--- config.mk ---
export PLATFORM = sky130hd
export DESIGN_NAME = power_level_ramp
export DESIGN_NICKNAME = d
export VERILOG_FILES = /design/src/rtl/power_level_ramp.sv
export SDC_FILE = /design/constraint.sdc
export NUM_CORES = 1
export LEC_CHECK = 0
export CORE_MARGIN = 2
export CORE_UTILIZATION = 57
export CTS_BUF_LIST = sky130_fd_sc_hd__clkbuf_2 sky130_fd_sc_hd__clkbuf_4 sky130_fd_sc_hd__clkbuf_8
export CTS_CLUSTER_DIAMETER = 200
export DETAILED_ROUTE_END_ITERATION = 16
export PLACE_DENSITY = 0.81
export SYNTH_ARGS = -nofsm -noshare
export SYNTH_HDL_FRONTEND = slang
export SYNTH_SLANG_ARGS = --single-unit
--- constraint.sdc ---
create_clock -name clk -period 2.7 [get_ports clk]
set_clock_uncertainty 0.05 [all_clocks]
set_input_delay 0.54 -clock clk [delete_from_list [all_inputs] [get_ports clk]]
set_output_delay 0.54 -clock clk [all_outputs]
set_load 0.03 [all_outputs]
--- src/rtl/power_level_ramp.sv ---
// rtl/power_level_ramp.sv - power level ramp controller with optional PWM drive (macro PWR_PWM_EN)
module power_level_ramp #(
   parameter int STEP_DIV = 1000
) (
   input  logic       clk,
   input  logic       rst_n,
   input  logic       cfg_valid,
   output logic       cfg_ready,
   input  logic [3:0] chs_power,
   input  logic       chs_mode,
   output logic [3:0] pwr_level,
   output logic       busy,
   output logic       done,
   output logic       pwm_out
);

   // A one-cycle step period still needs a 1-bit prescaler that always reads as wrapped.
   localparam int             PW      = (STEP_DIV > 1) ? $clog2(STEP_DIV) : 1;
   localparam logic [PW-1:0]  PRE_MAX = PW'(STEP_DIV - 1);
   localparam logic [PW-1:0]  PRE_ONE = PW'(1);

   typedef enum logic [1:0] {
      S_IDLE = 2'd0,
      S_RAMP = 2'd1,
      S_DONE = 2'd2
   } state_t;

   state_t        state_q, state_d;
   logic [3:0]    pwr_level_q, pwr_level_d;
   logic [3:0]    target_q, target_d;
   logic [PW-1:0] prescaler_q, prescaler_d;
   logic [3:0]    next_step;
   logic          at_wrap;

   // Next-state logic: accept a request in IDLE, step the level once per prescaler wrap.
   always_comb begin
      state_d     = state_q;
      pwr_level_d = pwr_level_q;
      target_d    = target_q;
      prescaler_d = prescaler_q;
      at_wrap     = (prescaler_q == PRE_MAX);

      // Saturating move toward the target: never wraps past 0 or 15.
      if (pwr_level_q < target_q) begin
         next_step = pwr_level_q + 4'd1;
      end else if (pwr_level_q > target_q) begin
         next_step = pwr_level_q - 4'd1;
      end else begin
         next_step = pwr_level_q;
      end

      case (state_q)
         S_IDLE: begin
            if (cfg_valid) begin
               target_d = chs_power;
               if (chs_mode) begin
                  pwr_level_d = chs_power;
                  state_d     = S_DONE;
               end else if (chs_power == pwr_level_q) begin
                  state_d     = S_DONE;
               end else begin
                  prescaler_d = '0;
                  state_d     = S_RAMP;
               end
            end
         end
         S_RAMP: begin
            if (at_wrap) begin
               prescaler_d = '0;
               pwr_level_d = next_step;
               if (next_step == target_q) begin
                  state_d = S_DONE;
               end
            end else begin
               prescaler_d = prescaler_q + PRE_ONE;
            end
         end
         S_DONE: begin
            state_d = S_IDLE;
         end
         default: begin
            state_d = S_IDLE;
         end
      endcase
   end

   // State, level, target and prescaler registers.
   always_ff @(posedge clk) begin
      if (!rst_n) begin
         state_q     <= S_IDLE;
         pwr_level_q <= 4'd0;
         target_q    <= 4'd0;
         prescaler_q <= '0;
      end else begin
         state_q     <= state_d;
         pwr_level_q <= pwr_level_d;
         target_q    <= target_d;
         prescaler_q <= prescaler_d;
      end
   end

   assign cfg_ready = (state_q == S_IDLE);
   assign busy      = (state_q != S_IDLE);
   assign done      = (state_q == S_DONE);
   assign pwr_level = pwr_level_q;

`ifdef PWR_PWM_EN
   logic [3:0] pwm_cnt_q, pwm_cnt_d;
   logic       pwm_q, pwm_d;

   // Period-15 counter; comparing against 0..15 gives full off and full on at the extremes.
   always_comb begin
      pwm_cnt_d = (pwm_cnt_q == 4'd14) ? 4'd0 : pwm_cnt_q + 4'd1;
      pwm_d     = (pwm_cnt_q < pwr_level_q);
   end

   // PWM counter and registered drive.
   always_ff @(posedge clk) begin
      if (!rst_n) begin
         pwm_cnt_q <= 4'd0;
         pwm_q     <= 1'b0;
      end else begin
         pwm_cnt_q <= pwm_cnt_d;
         pwm_q     <= pwm_d;
      end
   end

   assign pwm_out = pwm_q;
`else
   assign pwm_out = 1'b0;
`endif

endmodule
==> key figures, run 1 <==
Run status
  • Status: finished clean

Global routing
  • Antenna violations before repair: 0
  • First-pass GRT wire length: 5.50 mm
  • Number of global-route vias before repair: 1,261
  • Largest net degree at the start of global routing: 16
  • Grt total ovfl: 0
  • GRT Total Usage: between 20% and 30%

STA
  • Final number of setup-violating endpoints: 0
  • Final hold violation count: 0
  • WHS: 0.458 ns
  • Worst slew pin tran: 0.601 ns
  • Final min period: around 2.5 ns
  • Rel. slew slack: between 50% and 60%
  • Crit share post-route: 92.6%
  • Final Max Tran Viols: 0
  • RSZ-0062 raised after global routing: no
  • F_max: 400 MHz

Setup path
  • Crit-path max FO: 6
  • Data arrival time at the worst-slack endpoint: 2.67 ns
  • Critical path launch point type: flop
  • CP max stage cell: or4_4
  • CP delay by family, top: compound AO/OA/AOI/OAI gates
  • Worst setup EP type: flop
  • Classification of the worst setup path: flop to flop
  • Crit path cell chain: inv_1, ha_1, nand2b_1, a21o_1, a211o_1, and3_1, or4_4, o311a_1
  • CP peak stage delay: 0.42 ns
  • Worst Path Required: 2.87 ns
  • Buf+Inv Stages, Crit Path: 1

Floorplan
  • Die W: 53.0 µm
  • Die area: approximately 2800 µm²
  • Chip height: 53.0 µm
  • Std-Cell Core Area: around 2200 µm²
  • Initial Utilization: 61.3%
  • IO Pins: 16
  • Rows: 17

Yosys
  • Synth Cell Area: between 1000 and 1500 µm²
  • Synthesized area per cell: 7.87 µm²
  • Ys async rst share: 0%
  • Post-synthesis sequential area ratio: 29.3%
  • Top post-synthesis cells by area: dfxtp_1 29%, xnor2_1 7.7%, ha_1 6.4%
  • Post-synth EDFFs: 0
  • Yosys cell types: 48
  • Top cells by instance count after synthesis: 20 x dfxtp_1, 20 x nor2_1, 14 x a21oi_1, 13 x nand2_1, 12 x xnor2_1
  • Synthesized Nets: between 150 and 200
  • Synth area leader: dfxtp_1
  • Post-Synthesis Cells: 174
  • Yosys reg bits: 20
  • Share of the synthesized area in the top cell type: 29.3%
  • Primary FF master, synth: dfxtp_1
  • Yosys warnings: 0

Route
  • Final WL: around 3.3 mm
  • 1st-pass router iterations: 4
  • Vias per inst: 6.04
  • Vias after detailed routing: 1,335
  • ANT nets after route: 0
  • Wire length per cell: 15.0 µm
  • Iter 0 DRT Violations: 46
  • # DRC: 0

Placed design
  • Post-detail-place hpwl: 2.41 mm
  • Input/output buffers: 14
  • Placed insts: around 220
  • Gpl congestion: around 0.89

Final layout
  • Share of layout cells above drive strength 1: between 10% and 20%
  • Antenna fix cells: 0
  • Filler-free cell count of the finished design: 221
  • Fillers: 188
  • Synthesis-to-finish area growth: 18.7%
  • Layout Nets: 209

Power
  • Total Power: 1.07 mW
  • Lkg Pwr: 0.628 nW
  • P per Cell Area: 656 nW/µm²
  • Peak supply drop: 473 µV

CTS
  • PostCTS Resize Cnt: 0
  • Clock sinks: 20
  • CTS root buf: clkbuf_4
  • Clock Path Buffers: 2
  • CTS H-tree depth: 1
  • # hold bufs at CTS: 0
  • CTS buffer count: 3
  • Post-CTS Setup Bufs: 0
  • CTS tree: yes
  • Clock-pin transition on the worst setup and hold timing paths: 0.12 ns
  • Clk_lat worst skew: 0.32 ns

Flow run
  • Number of max-cap violations: 0

Worst hold path
  • Hold WC Path Type: flop to flop
## layout make-up
class                           count  area, µm²  share of cell area [%]
Clock buffer                        3       22.5                    1.39
Clock inverter                      1       30.0                    1.85
Inverter                            9       33.8                    2.08
Multi-Input combinational cell    137        895                    55.0
Sequential cell                    20        402                    24.7
Tap cell                           28       35.0                    2.16
Timing Repair Buffer               23        208                    12.8
## power breakdown
group / total (mW) / switching (mW) / internal (mW)
logic: 0.468 / 0.269 / 0.199
clock network: 0.254 / 0.104 / 0.150
registers: 0.344 / 0.0284 / 0.316
total: 1.07 / 0.401 / 0.665
## worst reg2reg max path, stage by stage, from the launching register on
cell and delay (ns):
dfxtp_1 0.38, inv_1 0.08, ha_1 0.31, nand2b_1 0.09, a21o_1 0.24, a211o_1 0.34, and3_1 0.20, or4_4 0.42
o311a_1 0.29
## per-layer routing
metal / track usage, % / share of wire [%]
met5: 0 / 0
met4: 8.97 / 1.5
met3: 3.11 / 8.1
met2: 45.8 / 47
met1: 34.5 / 43
## logic make-up after synthesis
| group | Yosys count | synth area share [%] |
|---|---|---|
| adders and majority gates | 7 | 6.40 |
| buffers and inverters | 17 | 5.39 |
| AOI/OAI and AO/OA | 42 | 20.5 |
| muxes | 2 | 1.46 |
| xor gates and xnor gates | 14 | 9.51 |
| other | 1 | 0.274 |
| DFF | 20 | 29.3 |
| and+or+nand+nor | 71 | 27.2 |
## layout by cell type, fill, tap and decap left out, drive strengths merged, types with 2 or more instances in the layout
cell type / Yosys / layout
mux2i: 2 / 2
clkdlybuf4s50: 0 / 14
nand2b: 2 / 2
or2: 4 / 4
buf: 3 / 9
clkbuf: 5 / 3
nand4: 3 / 3
nor2b: 4 / 4
inv: 9 / 9
and2: 3 / 3
nand2: 13 / 13
nand3: 4 / 4
xnor2: 13 / 13
a211o: 2 / 2
and3: 3 / 3
dfxtp: 20 / 20
o31ai: 2 / 2
nor4: 3 / 3
a21oi: 15 / 15
a31oi: 4 / 4
a22oi: 2 / 2
nor2: 20 / 20
o21ai: 6 / 6
ha: 7 / 7
a21o: 3 / 3
nor3: 6 / 6
## state kept, by name, summed over array words and instances, names as in the netlist
| register | cells |
|---|---|
| pwr_level | 4 |
| state_q | 2 |
| prescaler_q | 10 |
| target_q | 4 |
## through the flow
stage / utilization (%) / setup TNS (ns) / cell area [µm²] / setup slack [ns]
finish: 72.8 / 0 / 1630 / 0.200
global route: 72.8 / 0 / 1630 / 0.118
global placement: 70.4 / 0 / 1570 / 0.00226
floorplan: - / 0 / 1370 / 0.106
detailed placement: 70.4 / -0.0618 / 1570 / -0.0526
CTS: 72.8 / 0 / 1630 / 0.225
## final timing paths
check,startpoint,to,slack (ns),cells after the start
worst max-delay path,target_q[1],state_q[0],0.20,8
worst min-delay path,prescaler_q[8],prescaler_q[8],0.46,1
worst max register to register,target_q[1],state_q[0],0.20,8
worst min register to register,prescaler_q[8],prescaler_q[8],0.46,1
No activity file was read; power rests on OpenSTA's default activity.
==> run 2: changes to the inputs <==
Settings changed: CAP_MARGIN from default to 20, HOLD_SLACK_MARGIN from default to 0.06.
==> results of run 2 <==
Final layout, timing and power as in run 1 (identical DEF).
